==> config.mk <==
export PLATFORM = sky130hd
export DESIGN_NAME = hkspi_slave_gen2
export DESIGN_NICKNAME = d
export VERILOG_FILES = /design/src/rtl/hkspi_pkg.sv /design/src/rtl/hkspi_pin_sync.sv /design/src/rtl/hkspi_slave_gen2.sv
export SDC_FILE = /design/constraint.sdc
export NUM_CORES = 1
export LEC_CHECK = 0
export CAP_MARGIN = 5
export CORE_MARGIN = 2
export CORE_UTILIZATION = 55
export CTS_BUF_LIST = sky130_fd_sc_hd__clkbuf_8
export CTS_CLUSTER_DIAMETER = 40
export DETAILED_ROUTE_END_ITERATION = 7
export DONT_BUFFER_PORTS = 1
export PLACE_DENSITY = 0.8
export SLEW_MARGIN = 20
export SYNTH_ARGS = -nofsm -noshare
export SYNTH_HDL_FRONTEND = slang
export SYNTH_SLANG_ARGS = --single-unit
export TNS_END_PERCENT = 100
==> constraint.sdc <==
create_clock -name clock -period 5.8 [get_ports clock]
set_input_delay 0.58 -clock clock [delete_from_list [all_inputs] [get_ports clock]]
set_output_delay 0.58 -clock clock [all_outputs]
set_load 0.02 [all_outputs]
==> src/rtl/hkspi_pkg.sv <==
// Shared definitions for the second-generation housekeeping SPI slave:
// command opcodes, command-byte field positions and the frame FSM states.
package hkspi_pkg;

  localparam logic [1:0] CMD_NOP = 2'b00;
  localparam logic [1:0] CMD_RD  = 2'b01;
  localparam logic [1:0] CMD_WR  = 2'b10;
  localparam logic [1:0] CMD_RW  = 2'b11;

  localparam int OP_MSB = 7;
  localparam int OP_LSB = 6;
  localparam int N_MSB  = 5;
  localparam int N_LSB  = 3;

  typedef enum logic [2:0] {
    ARM  = 3'd0,
    IDLE = 3'd1,
    CMD  = 3'd2,
    ADDR = 3'd3,
    DATA = 3'd4
  } state_t;

endpackage

==> src/rtl/hkspi_pin_sync.sv <==
// Two-flop synchroniser for one asynchronous SPI pin, with registered history
// so single-cycle rise/fall pulses can be derived from the synchronised level.
module hkspi_pin_sync (
  input  logic clock,
  input  logic resetb,
  input  logic pin,
  output logic level,
  output logic rise,
  output logic fall
);

  logic meta;
  logic sync;
  logic last;

  // Resetting to 0 makes an idle-high pin show a rise after reset, which arms the slave.
  always_ff @(posedge clock or negedge resetb) begin
    if (!resetb) begin
      meta <= 1'b0;
      sync <= 1'b0;
      last <= 1'b0;
    end else begin
      meta <= pin;
      sync <= meta;
      last <= sync;
    end
  end

  assign level = sync;
  assign rise  = sync & ~last;
  assign fall  = ~sync & last;

endmodule

==> src/rtl/hkspi_slave_gen2.sv <==
// Housekeeping SPI slave (mode 0, MSB first) driving a generic single-cycle
// register port; supports stream and n-byte read, write and read/write frames.
module hkspi_slave_gen2
  import hkspi_pkg::*;
#(
  parameter int ADDR_W   = 8,
  parameter int NUM_REGS = 19,
  parameter int WRAP     = 1
) (
  input  logic              clock,
  input  logic              resetb,
  input  logic              sck,
  input  logic              csb,
  input  logic              sdi,
  output logic              sdo,
  output logic              sdo_enb,
  output logic [ADDR_W-1:0] reg_addr,
  output logic [7:0]        reg_wdata,
  output logic              reg_we,
  output logic              reg_re,
  input  logic [7:0]        reg_rdata,
  output logic              busy,
  output logic              abort
);

  function automatic logic in_range(input logic [ADDR_W-1:0] a);
    in_range = (int'(a) < NUM_REGS);
  endfunction

  function automatic logic [ADDR_W-1:0] next_addr(input logic [ADDR_W-1:0] a);
    if (WRAP != 0 && int'(a) >= NUM_REGS - 1) next_addr = '0;
    else next_addr = a + ADDR_W'(1);
  endfunction

  logic sck_lvl_unused, sck_rise, sck_fall;
  logic csb_lvl, csb_rise_unused, csb_fall;
  logic sdi_lvl, sdi_rise_unused, sdi_fall_unused;

  hkspi_pin_sync u_sck (.clock(clock), .resetb(resetb), .pin(sck),
                        .level(sck_lvl_unused), .rise(sck_rise), .fall(sck_fall));
  hkspi_pin_sync u_csb (.clock(clock), .resetb(resetb), .pin(csb),
                        .level(csb_lvl), .rise(csb_rise_unused), .fall(csb_fall));
  hkspi_pin_sync u_sdi (.clock(clock), .resetb(resetb), .pin(sdi),
                        .level(sdi_lvl), .rise(sdi_rise_unused), .fall(sdi_fall_unused));

  state_t      state;
  logic [2:0]  bit_cnt;
  logic [6:0]  shift_in;
  logic [7:0]  shift_out;
  logic [1:0]  op;
  logic [2:0]  n_left;
  logic        n_mode;
  logic        halt;
  logic        advance;
  logic        rd_wait;

  logic [7:0] rx_byte;
  logic       byte_done;

  assign rx_byte   = {shift_in, sdi_lvl};
  assign byte_done = sck_rise && (bit_cnt == 3'd7);

  // Frame FSM: bit/byte framing, register strobes, read-data pipeline and SDO shifter.
  always_ff @(posedge clock or negedge resetb) begin
    if (!resetb) begin
      state     <= ARM;
      bit_cnt   <= 3'd0;
      shift_in  <= 7'd0;
      shift_out <= 8'h00;
      op        <= CMD_NOP;
      n_left    <= 3'd0;
      n_mode    <= 1'b0;
      halt      <= 1'b0;
      advance   <= 1'b0;
      rd_wait   <= 1'b0;
      sdo       <= 1'b0;
      sdo_enb   <= 1'b1;
      reg_addr  <= '0;
      reg_wdata <= 8'h00;
      reg_we    <= 1'b0;
      reg_re    <= 1'b0;
      busy      <= 1'b0;
      abort     <= 1'b0;
    end else begin
      reg_we  <= 1'b0;
      reg_re  <= 1'b0;
      abort   <= 1'b0;
      rd_wait <= reg_re;
      if (rd_wait) shift_out <= in_range(reg_addr) ? reg_rdata : 8'h00;
      // Address moves one cycle after the byte so reg_we still sees the old address.
      if (advance) begin
        advance  <= 1'b0;
        reg_addr <= next_addr(reg_addr);
        reg_re   <= op[0] & ~halt;
      end

      if (state == ARM) begin
        if (csb_lvl) state <= IDLE;
        else state <= ARM;
      end else if (csb_lvl) begin
        // CSB high outranks any SCK edge seen in the same cycle.
        state   <= IDLE;
        abort   <= (bit_cnt != 3'd0);
        bit_cnt <= 3'd0;
        busy    <= 1'b0;
        sdo     <= 1'b0;
        sdo_enb <= 1'b1;
        advance <= 1'b0;
        reg_re  <= 1'b0;
      end else begin
        case (state)
          IDLE: begin
            if (csb_fall) begin
              state   <= CMD;
              busy    <= 1'b1;
              bit_cnt <= 3'd0;
              halt    <= 1'b0;
            end else begin
              state <= IDLE;
            end
          end
          CMD: begin
            if (sck_rise) begin
              bit_cnt  <= bit_cnt + 3'd1;
              shift_in <= rx_byte[6:0];
            end
            if (byte_done) begin
              op     <= rx_byte[OP_MSB:OP_LSB];
              n_left <= rx_byte[N_MSB:N_LSB];
              n_mode <= (rx_byte[N_MSB:N_LSB] != 3'd0);
              if (rx_byte[OP_MSB:OP_LSB] == CMD_NOP) begin
                state <= DATA;
                halt  <= 1'b1;
              end else begin
                state <= ADDR;
              end
            end
          end
          ADDR: begin
            if (sck_rise) begin
              bit_cnt  <= bit_cnt + 3'd1;
              shift_in <= rx_byte[6:0];
            end
            if (byte_done) begin
              reg_addr <= rx_byte[ADDR_W-1:0];
              reg_re   <= op[0];
              state    <= DATA;
            end
          end
          DATA: begin
            if (halt) begin
              state <= DATA;
            end else if (sck_rise) begin
              bit_cnt  <= bit_cnt + 3'd1;
              shift_in <= rx_byte[6:0];
              if (bit_cnt == 3'd7) begin
                if (op[1]) begin
                  reg_wdata <= rx_byte;
                  reg_we    <= in_range(reg_addr);
                end
                advance <= 1'b1;
                if (n_mode) begin
                  n_left <= n_left - 3'd1;
                  if (n_left == 3'd1) begin
                    halt    <= 1'b1;
                    sdo     <= 1'b0;
                    sdo_enb <= 1'b1;
                  end
                end
              end
            end else if (sck_fall && op[0]) begin
              sdo       <= shift_out[7];
              shift_out <= {shift_out[6:0], 1'b0};
              sdo_enb   <= 1'b0;
            end else begin
              state <= DATA;
            end
          end
          default: state <= IDLE;
        endcase
      end
    end
  end

endmodule

## After elaboration in Yosys (flattened, before gate mapping)

Cells that the tools add are included.

| word-level totals | value |
|---|---|
| output and inout port bits | 22 |
| input bits | 13 |
| flip-flop bits (word level) | 60 |
| logic and storage cells | 174 |

| cells by class | value |
|---|---|
| add/sub/neg operators | 3 |
| reduce and logical (&&, ||, !) cells | 24 |
| bitwise logic cells | 9 |
| magnitude comparators | 2 |
| multiplexer cells | 87 |
| eq/ne operators | 23 |

Operator list:

| kind | number |
|---|---|
| $mux 8 | 14 |
| $mux 3 | 17 |
| $mux 1 | 48 |
| $reduce_and 4->1 | 4 |
| $mux 7 | 2 |
| $ne 2x2->1 const B | 7 |
| $pmux 7 s2 | 1 |
| $reduce_and 7->1 | 2 |
| $pmux 3 s4 | 1 |
| $reduce_bool 3->1 | 4 |
| $ne 5x4->1 const B | 2 |
| $reduce_bool 2->1 | 5 |
| $ne 3x1->1 const B | 3 |
| $pmux 3 s3 | 1 |
| $add 8x1->8 const B | 1 |
| $ge 8x5->1 const B | 1 |
| $lt 8x5->1 const B | 1 |
| $ne 4x3->1 const B | 2 |
| $reduce_and 8->1 | 1 |
| $eq 3x1->1 const B | 2 |
| $eq 3x2->1 const B | 2 |
| $eq 3x3->1 const B | 2 |
| $ne 3x2->1 const B | 2 |
| $pmux 3 s2 | 1 |
| other kinds (14) | 22 |

## Logic depth before layout (Yosys ltp)

Gate-level depths: netlist of the first run.

| depth | value |
|---|---|
| word-level depth | 9 |
| depth in mapped cells | 7 |
| gate-level depth less buffers | 6 |

## Hierarchy

Synthesis of the first run repeated with hierarchy kept, for this count alone.

| second synthesis, totals | value |
|---|---|
| cells, all modules | 276 |
| area total of the unflattened synthesis | 2965.3 um^2 |

By module, submodules not included:

| module | sequential area each (um^2) | cells an instance | area each (um^2) | instances |
|---|---|---|---|---|
| hkspi_slave_gen2 | 1302.5 | 261 | 2695.1 | 1 |
| hkspi_pin_sync | 75.1 | 5 | 90.1 | 3 |

## Worst setup path after synthesis of the first run

Ideal clock, no wire load.

| path | value |
|---|---|
| kind | register to register |
| from | register state[0] |
| to | register shift_out[1] |
| slack | 3911 ps |
| arrival | 1763 ps |
| clock period less this slack | 1889 ps |
| stages on the path, launching flop included | 6 |
| required time | 5674 ps |
| library setup time | 126 ps |
| cell sequence | dfrtp_1 -> or4b_1 -> buf_2 -> nor3_4 -> nor3b_2 -> a221o_1 |

| between the ends | value |
|---|---|
| longest elaborated chain between the ends | 4 |

Ends and longest elaborated chain:

| item | RTL line | source |
|---|---|---|
| start, declared | hkspi_slave_gen2.sv:46 | `state_t state;` |
| start signal, assigned | hkspi_slave_gen2.sv:66 | `state <= ARM;` |
| start signal, assigned | hkspi_slave_gen2.sv:98 | `if (csb_lvl) state <= IDLE;` |
| start signal, assigned | hkspi_slave_gen2.sv:99 | `else state <= ARM;` |
| $eq 3x3->1 | hkspi_slave_gen2.sv:111 | `case (state)` |
| $mux 8 | hkspi_slave_gen2.sv:111 |  |
| $mux 8 | hkspi_slave_gen2.sv:100 | `end else if (csb_lvl) begin` |
| $mux 8 (*) | hkspi_slave_gen2.sv:97 | `if (state == ARM) begin` |
| end signal, assigned | hkspi_slave_gen2.sv:89 | `if (rd_wait) shift_out <= in_range(reg_addr) ? reg_rdata : 8'h00;` |
| end signal, assigned | hkspi_slave_gen2.sv:173 | `shift_out <= {shift_out[6:0], 1'b0};` |
| end, declared | hkspi_slave_gen2.sv:49 | `logic [7:0] shift_out;` |

Mark *: on every way between the ends. The rest lies on a longest branch, timed or not.
A chain may end at the register's enable or synchronous reset.

## Worst setup path after layout of the first run

| path | value |
|---|---|
| from | register state[0] |
| to | register shift_out[7] |

Same word-level chain as after synthesis.

==> results of run 1 <==
==> routing by layer <==
layer / global-route usage, % / vias to the layer above
met5: 0 / -
met4: 10.7 / 0
met2: 31.7 / 66
met1: 25.9 / 896
li1: - / 867
met3: 9.89 / 17
==> placed cells by master (no fill, tap or decap), types with 3 or more instances in the layout <==
cell type / instances
sky130_fd_sc_hd__dfrtp_1: 59
sky130_fd_sc_hd__ha_1: 7
sky130_fd_sc_hd__a21oi_1: 17
sky130_fd_sc_hd__nand3_1: 4
sky130_fd_sc_hd__o211ai_1: 3
sky130_fd_sc_hd__nand4_1: 3
sky130_fd_sc_hd__a221o_1: 8
sky130_fd_sc_hd__nor3_1: 4
sky130_fd_sc_hd__nor3b_1: 10
sky130_fd_sc_hd__nand2b_1: 4
sky130_fd_sc_hd__mux2i_1: 3
sky130_fd_sc_hd__nand2_1: 18
sky130_fd_sc_hd__nor2_1: 6
sky130_fd_sc_hd__o21ai_0: 9
sky130_fd_sc_hd__inv_1: 11
sky130_fd_sc_hd__a21o_1: 3
sky130_fd_sc_hd__nor2b_1: 4
sky130_fd_sc_hd__clkbuf_8: 13
sky130_fd_sc_hd__mux2_2: 17
==> where the power goes <==
| part | leakage, uW | switching (uW) | internal, uW |
|---|---|---|---|
| clock | 0.000112 | 153 | 244 |
| sequential | 0.000806 | 18.2 | 431 |
| combinational | 0.000488 | 17.6 | 15.7 |
| total | 0.00141 | 189 | 691 |
==> flip-flops by register name (all words and copies together) (netlist names), 2 cells and up <==
signal / count
shift_in: 7
state: 3
n_left: 3
bit_cnt: 3
reg_wdata: 8
op: 2
reg_addr: 8
shift_out: 8
==> cell usage after synthesis, types with 3 or more instances <==
library cell,count
sky130_fd_sc_hd__nor3_1,4
sky130_fd_sc_hd__nor3b_1,10
sky130_fd_sc_hd__inv_1,11
sky130_fd_sc_hd__a21o_1,3
sky130_fd_sc_hd__dfrtp_1,59
sky130_fd_sc_hd__nor2_1,6
sky130_fd_sc_hd__nor2b_1,4
sky130_fd_sc_hd__ha_1,7
sky130_fd_sc_hd__o21ai_0,9
sky130_fd_sc_hd__clkbuf_1,6
sky130_fd_sc_hd__nand2_1,18
sky130_fd_sc_hd__nand4_1,3
sky130_fd_sc_hd__nand2b_1,4
sky130_fd_sc_hd__a21oi_1,17
sky130_fd_sc_hd__mux2_2,17
sky130_fd_sc_hd__a221o_1,8
sky130_fd_sc_hd__nand3_1,4
sky130_fd_sc_hd__mux2i_1,3
sky130_fd_sc_hd__o211ai_1,3
==> metrics by stage <==
step / util (%) / power [uW] / worst slack (ns)
floorplan: - / 473 / 3.91
global placement: 58.5 / 479 / 3.44
detailed placement: 58.5 / 480 / 3.35
CTS: 63.7 / 891 / 3.31
global route: 63.7 / 921 / 3.15
finish: 63.7 / 880 / 3.32
==> cells by family after synthesis <==
kind of cell | count (synthesis) | share of synthesized area (%)
simple gates | 69 | 15.6
buf+inv | 21 | 3.10
fa+ha+maj | 7 | 3.20
compound gates | 55 | 13.9
mux | 20 | 8.08
xor+xnor | 4 | 1.28
flops | 60 | 54.8
==> worst min path at each step <==
stage            from          end  slack (ns)  cells after the start
2_1_floorplan  resetb        abort        0.28                      0
3_3_place_gp   resetb  reg_addr[4]        0.29                      0
3_5_place_dp   resetb  reg_addr[4]        0.29                      0
4_1_cts        resetb      sdo_enb        0.07                      0
5_1_grt        resetb      sdo_enb        0.06                      0
6_report       resetb      sdo_enb        0.08                      0
==> worst max-delay path, cell delays in order, from the launching register on <==
cell	delay [ns]
sky130_fd_sc_hd__dfrtp_1	0.52
sky130_fd_sc_hd__or4b_1	0.71
sky130_fd_sc_hd__nor3_4	0.58
sky130_fd_sc_hd__nor3b_2	0.22
sky130_fd_sc_hd__a221o_1	0.34
==> cell type report <==
type | instances | area share, %
Timing Repair Buffer | 1 | 0.909
Inverter | 11 | 1.36
Tap cell | 67 | 2.77
Sequential cell | 60 | 49.6
Multi-Input combinational cell | 155 | 38.0
Clock inverter | 3 | 1.40
Clock buffer | 13 | 5.91
==> results.yml, run 1 <==
run_status:
  run_status: "finished clean"
route:
  first_iter_violations: 100
  routed_wirelength_mm: 5.11
  first_pass_iters: 5
  drt_drc_violations_left: 0
  met2RoutedLength_mm: 2.41
  highest_layer: "met4"
  vias: 1846
  wl_per_cell_um: 16.5
  wl_met1_mm: 2.16
  ant_nets: 0
  routed_via_density: 5.95
  met3_routed_wl_um: 371
placed_design:
  place_hpwl_mm: 3.36
  postPlaceCellArea_sq_mm: 0.00278
  place.detailed.instances: 293
  io_buffer_count: 0
  final_estimated_routing_congestion_in_global_placement: 0.870
sta:
  finalCritPeriodShare_pct: 42.8
  slew_viol_final: 0
  final.hold.worst_slack_ns: 0.0804
  normalized_max_slew_margin_pct: 56.0
  max_freq_ghz: 0.403
  rsz0062_at_grt: "false"
  finalSetupViolCount: 0
  timing_worst_slew_pin_value_ns: 0.654
  period_minus_slack_ns: 2.48
  final.setup_skew_ns: 0.0102
  setup-tns-final_ns: 0
  hold_viol_final: 0
yosys:
  synth_edf_count: 0
  post_synthesis_cells: 236
  syn_area_per_cell_sq_um: 11.6
  largest_cells_by_area_after_synthesis: "sky130_fd_sc_hd__dfrtp_1, sky130_fd_sc_hd__mux2_2, sky130_fd_sc_hd__ha_1"
  top_flip_flop_cell_by_instance_count_after_synthesis: "sky130_fd_sc_hd__dfrtp_1"
  net_count_of_the_mapped_netlist: 256
  synth_seq_cells: 60
  synthDistinctLibCells: 50
  asyncSetResetFlopFracSynth_pct: 100
  synth_seq_area_share_pct: 54.8
  mappedNetlistArea_sq_mm: 0.00274
  top_area_cell_type_share_of_the_netlist_area_pct: 53.9
  yosys_warnings: 0
  synth_top_area_cell: "sky130_fd_sc_hd__dfrtp_1"
worst_setup_path:
  timing.critical_path.required_ns: 6.02
  worstSetupEndpoint: "shift_out[7]"
  critPathLaunchType: "flip-flop"
  rr_endpoint: "shift_out[7]"
  timing.critical_path.arrival_ns: 2.70
  critPathCaptureType: "flip-flop"
  setup.reg_to_reg.worst_slack_ns: 3.32
  worst_r2r_startpoint: "state[0]"
  worstSetupStartpoint: "state[0]"
  timing.reg2reg.worst_path_depth: 4
  timing.critical_path.fanout_max: 18
  critical_path_class: "flip-flop to flip-flop"
clocking:
  cts-root-to-sink-buffers: 2
  post_cts_resize_count: 0
  h-tree-depth: 3
  cts_tree: "yes"
  total_number_of_clock_tree_sinks: 60
  cts_hold_repair.buffers: 1
  tritoncts.num_buffers: 9
  clk_latency_ns: 0.34
  cts_root_buffer: "sky130_fd_sc_hd__clkbuf_8"
  clk_pin_slew_ns: 0.06
  cts_setup_buffers: 0
floorplanning:
  core-area_sq_mm: 0.00475
  chipWidth_um: 74.6
  fp.dieH_um: 74.6
  ios: 35
  placement_rows: 25
  design.die.area_sq_mm: 0.00556
  initial_core_util_pct: 57.6
finish:
  antenna_diode_count: 0
  post_layout_nonfiller_instances: 310
  layout-drive-gt1-share_pct: 17.3
  postLayoutCellArea_sq_mm: 0.00303
  sequential_cell_area_in_the_final_layout_sq_mm: 0.00150
  multi_input_comb_area_sq_mm: 0.00115
  fill_cells: 369
  area_growth_syn_to_layout_pct: 10.5
  design.final.nets: 258
worst_hold_path:
  timing.hold.worst.class: "input pin to asynchronous set/reset pin"
global_route:
  antenna_violations_before_repair: 0
  global_route.usage.total_pct: 21.2
  number_of_global_route_vias_before_repair: 1774
  grt_overflow_total: 0
  grt_first_pass_wirelength_mm: 8.61
  grt_max_degree: 60
run:
  max_cap_viol_count: 0
pwr:
  irDropWorstVdd_uv: 149
  static_leakage_uw: 0.00141
  pwr_density_cell_mw_per_mm2: 291
(Power assumes the default switching activity.)
==> run 2, diff against run 1 <==
Settings changed: PLACE_DENSITY 0.8 to 0.83.
Clock period 5.8 ns to 2.1 ns, I/O delays scaled along.
==> run 2 against run 1 <==
Net effect:
- sequential power grew to 2.7 times the previous value
- via count grew 3.0%
- die area is the same
==> results.yml, run 2 (synthesis results as in run 1) <==
route:
  drt_drc_violations_left: 0
  routed_via_density: 5.82
  routed_wirelength_mm: 5.29
  vias: 1902
  first_pass_iters: 4
  first_iter_violations: 114
  wl_per_cell_um: 16.2
  ant_nets: 0
finish:
  largest_registers_in_the_final_layout: "reg_addr: 8 flops, reg_wdata: 8 flops, shift_out: 8 flops"
  final_cell_mix: "sky130_fd_sc_hd__dfrtp_1, sky130_fd_sc_hd__nand2_1, sky130_fd_sc_hd__a21oi_1, sky130_fd_sc_hd__mux2_2"
  antenna_diode_count: 0
  multi_input_comb_area_sq_mm: 0.00116
  layout-drive-gt1-share_pct: 20.8
  sequential_cell_area_in_the_final_layout_sq_mm: 0.00150
  design.final.nets: 275
  mostFrequentLayoutCell: "sky130_fd_sc_hd__dfrtp_1"
  fill_cells: 355
  area_growth_syn_to_layout_pct: 16.1
  post_layout_nonfiller_instances: 327
clocking:
  tritoncts.num_buffers: 9
  total_number_of_clock_tree_sinks: 60
  clk_pin_slew_ns: 0.07
  cts_tree: "yes"
  cts_root_buffer: "sky130_fd_sc_hd__clkbuf_8"
  cts-root-to-sink-buffers: 2
  h-tree-depth: 3
  clk_latency_ns: 0.33
worst_setup_path:
  timing.critical_path.arrival_ns: 2.17
  worst_r2r_startpoint: "halt"
  critPathCaptureType: "flip-flop"
  timing.critical_path.fanout_max: 15
  critical_path_class: "flip-flop to flip-flop"
  worstSetupStartpoint: "halt"
  cp_slowest_stage_delay_ns: 0.61
  setup.reg_to_reg.worst_slack_ns: 0.14
  critPathLaunchType: "flip-flop"
  crit_family: "simple AND/OR/NAND/NOR gates"
  cell_chain_critical_path: "or4b_1 > nor3_4 > buf_4 > nor3b_1 > a221o_1"
  worstPathBufferInverterCount: 1
  timing.critical_path.required_ns: 2.31
  critPathSlowestCell: "sky130_fd_sc_hd__or4b_1"
pwr:
  static_leakage_uw: 0.00149
  pwr_density_cell_mw_per_mm2: 791
  irDropWorstVdd_uv: 402
global_route:
  grt_max_degree: 61
  grt_overflow_total: 0
  grt_first_pass_wirelength_mm: 8.78
  global_route.usage.total_pct: 21.3
  antenna_violations_before_repair: 0
  number_of_global_route_vias_before_repair: 1904
floorplanning:
  placement_rows: 25
  initial_core_util_pct: 57.6
  design.die.area_sq_mm: 0.00556
  core-area_sq_mm: 0.00475
  chipWidth_um: 74.6
  fp.dieH_um: 74.6
  ios: 35
sta:
  rsz0062_at_grt: "false"
  slew_viol_final: 0
  normalized_max_slew_margin_pct: 58.4
  final.setup_skew_ns: 0.00678
  period_minus_slack_ns: 1.96
  finalSetupViolCount: 0
  hold_viol_final: 0
  layout_setup_ws_ns: 0.142
  setup-tns-final_ns: 0
  timing_worst_slew_pin_value_ns: 0.619
  final.hold.worst_slack_ns: 0.0260
  finalCritPeriodShare_pct: 93.2
  max_freq_ghz: 0.511
placed_design:
  place.detailed.instances: 305
  io_buffer_count: 0
  final_estimated_routing_congestion_in_global_placement: 0.867
  dp_slack_ns: 0.112
  place_hpwl_mm: 3.49
worst_hold_path:
  min_from: "reg_rdata[5]"
  timing.hold.worst.class: "input pin to flip-flop"
run_status:
  run_status: "finished clean"
run:
  max_cap_viol_count: 0
==> run 2: worst paths after layout <==
| path | cells after the start | end |
|---|---|---|
| max | 5 | shift_out[7] |
| min | 1 | shift_out[5] |
| max reg2reg | 5 | shift_out[7] |
| min reg2reg | 0 | u_sdi.level |
| max in group asynchronous | 2 | sdo_enb |
| min in group asynchronous | 2 | reg_addr[4] |
==> run 2: routing by layer <==
metal	global-route usage [%]	wire length [um]
met5	0	0
met4	11.5	116
met1	27.8	2370
met2	32.6	2500
met3	5.42	300
==> run 2: area by class of cell <==
class / count / area share [%]
clock buffer: 11 / 4.76
clock inverter: 5 / 2.40
inverter: 11 / 1.30
multi-input combinational: 155 / 36.4
sequential: 60 / 47.2
tap: 67 / 2.64
timing repair buffer: 18 / 5.27
==> run 2: per-stage QoR <==
stage / total power, uW / utilization, % / cell area, sq um
after floorplan: 1310 / - / 2740
after global placement: 1330 / 60.4 / 2870
after detailed placement: 1330 / 60.4 / 2870
after CTS: 2530 / 66.8 / 3180
after global routing: 2590 / 66.9 / 3180
final: 2520 / 66.9 / 3180
==> run 2: where the power goes <==
part / switching (uW) / total, uW / internal (uW)
Sequential: 37.6 / 1230 / 1190
Clock: 445 / 1170 / 727
Combinational: 63.4 / 118 / 54.3
Total: 546 / 2520 / 1970
==> run 2: what timing repair did <==
item / CTS / global route
gates resized for setup: 0 / 1
endpoints found under the setup margin: 0 / 2
buffers inserted: 0 / 0
hold buffers: 6 / 0
hold endpoints to repair: 64 / 0
==> run 3, diff against run 2 <==
Settings changed: PLACE_DENSITY 0.83 to 0.73.
==> run 3 against run 2 <==
Net effect:
- highest routed layer unchanged
- sequential power hardly changed
- largest cell class unchanged
- largest power group unchanged
- core utilization is 0.63 points higher
- critical path type unchanged
- critical path depth is 1 lower
- combinational power hardly changed
- routed wire length is 1.2% higher
- clock skew is 0.0022 ns higher
- power is 1.4% higher
- final area is 0.94% higher
- clock-buffer cell count is 1 higher
==> results.yml, run 3 (synthesis results as in run 1) <==
route:
  drt_drc_violations_left: 0
  routed_wirelength_mm: 5.35
  routed_via_density: 5.84
  first_iter_violations: 110
  first_pass_iters: 4
  wl_per_cell_um: 16.3
  vias: 1916
  ant_nets: 0
worst_setup_path:
  cp_slowest_stage_delay_ns: 0.66
  critical_path_class: "flip-flop to flip-flop"
  critPathLaunchType: "flip-flop"
  timing.critical_path.fanout_max: 9
  critPathSlowestCell: "sky130_fd_sc_hd__or4b_1"
  critPathCaptureType: "flip-flop"
  timing.critical_path.arrival_ns: 2.18
  timing.critical_path.required_ns: 2.31
  cell_chain_critical_path: "or4b_1 > nor2_1 > nand2_1 > mux2_2"
placed_design:
  place_hpwl_mm: 3.47
  final_estimated_routing_congestion_in_global_placement: 0.824
  io_buffer_count: 0
  dp_slack_ns: 0.121
finish:
  layout-drive-gt1-share_pct: 21.5
  design.final.nets: 276
  area_growth_syn_to_layout_pct: 17.2
  mostFrequentLayoutCell: "sky130_fd_sc_hd__dfrtp_1"
  final_cell_mix: "sky130_fd_sc_hd__dfrtp_1, sky130_fd_sc_hd__nand2_1, sky130_fd_sc_hd__a21oi_1, sky130_fd_sc_hd__mux2_2"
  final_util_pct: 67.5
  fill_cells: 374
  largest_registers_in_the_final_layout: "reg_addr: 8 flops, reg_wdata: 8 flops, shift_out: 8 flops"
  antenna_diode_count: 0
pwr:
  power_frac_comb_pct: 4.7
  irDropWorstVdd_uv: 429
  clockPowerShare_pct: 47.2
  fin_total_pwr_uw: 2550
  power_report.internal_total_uw: 2010
  power.share.switching_pct: 21.4
  share_seq_of_total_power_pct: 48.1
  pwr_density_cell_mw_per_mm2: 795
  power.switching_uw: 547
  static_leakage_uw: 0.00152
sta:
  layout_setup_ws_ns: 0.135
  max_freq_ghz: 0.509
  finalSetupViolCount: 0
  setup-tns-final_ns: 0
  rsz0062_at_grt: "false"
  period_minus_slack_ns: 1.96
  final.setup_skew_ns: 0.00900
  timing_worst_slew_pin_value_ns: 0.588
  hold_viol_final: 0
  normalized_max_slew_margin_pct: 60.5
  finalCritPeriodShare_pct: 93.6
  slew_viol_final: 0
global_route:
  grt_overflow_total: 0
  global_route.usage.total_pct: 21.2
  grt_first_pass_wirelength_mm: 8.84
  number_of_global_route_vias_before_repair: 1840
  antenna_violations_before_repair: 0
  grt_max_degree: 61
floorplanning:
  initial_core_util_pct: 57.6
  design.die.area_sq_mm: 0.00556
  placement_rows: 25
  fp.dieH_um: 74.6
  chipWidth_um: 74.6
  core-area_sq_mm: 0.00475
  ios: 35
run:
  max_cap_viol_count: 0
clocking:
  cts_root_buffer: "sky130_fd_sc_hd__clkbuf_8"
  tritoncts.num_buffers: 9
  total_number_of_clock_tree_sinks: 60
  cts_tree: "yes"
  clk_pin_slew_ns: 0.07
  h-tree-depth: 3
  clk_latency_ns: 0.33
  cts-root-to-sink-buffers: 2
worst_hold_path:
  timing.hold.worst.class: "input pin to flip-flop"
run_status:
  run_status: "finished clean"
## run 3: cell count changes in the layout (fill, tap and decap cells not counted), sizes merged
cell	before	now
inv	12	11
clkbuf	11	12
clkinv	1	2
buf	13	14
clkinvlp	1	0
## run 3: path summary, 6_finish.rpt
check	slack [ns]	from	to	cells past startpoint
worst max-delay path	0.14	state[0]	reg_wdata[4]	4
worst min-delay path	0.02	reg_rdata[4]	shift_out[4]	1
worst max register to register	0.14	state[0]	reg_wdata[4]	4
worst min register to register	0.35	u_sck.meta	u_sck.level	0
max in group asynchronous	1.39	resetb	sdo_enb	2
min in group asynchronous	0.42	resetb	reg_addr[2]	2
## run 3: metal layers
metal	vias up	global-route usage [%]	part of all wire (%)
met5	-	0	0
met4	0	9.33	1.0
met3	6	4.88	4.5
met2	41	30.9	45
met1	966	30.6	49
li1	903	-	-
## run 3: power by group through the flow
stage | combinational (uW) | clock (uW) | sequential, uW
3_5_place_dp | 83.4 | 0 | 1250
3_3_place_gp | 82.0 | 0 | 1250
4_1_cts | 122 | 1220 | 1230
5_1_grt | 135 | 1270 | 1230
2_1_floorplan | 65.7 | 0 | 1240
6_report | 120 | 1210 | 1230
## run 3: stage by stage
step / instance area [sq um] / hold WS (ns) / cells
6_report: 3210 / 0.0215 / 328
5_1_grt: 3210 / 0.0105 / 328
4_1_cts: 3200 / 0.0186 / 328
3_5_place_dp: 2890 / -0.0840 / 306
3_3_place_gp: 2890 / -0.0842 / 306
2_1_floorplan: 2740 / -0.0856 / 236
## run 3: worst max-delay path: cells and delay by family (launching register included)
kind,cells,cell delay (ns)
multiplexers,1,0.36
flip-flops,1,0.38
AND/OR/NAND/NOR,3,1.12
## run 3: cell type report
class | count | area, sq um | share of cell area [%]
multi-input combinational | 155 | 1160 | 36.1
tap | 67 | 83.8 | 2.61
timing repair buffer | 19 | 188 | 5.85
clock inverter | 4 | 70.1 | 2.18
inverter | 11 | 41.3 | 1.29
clock buffer | 12 | 165 | 5.14
sequential | 60 | 1500 | 46.8
## run 3: repair_timing
action	4_1_cts	5_1_grt
resized for setup	0	1
buffers inserted	0	0
hold buffers	6	0
hold endpoints to repair	64	0
endpoints found under the setup margin	0	2
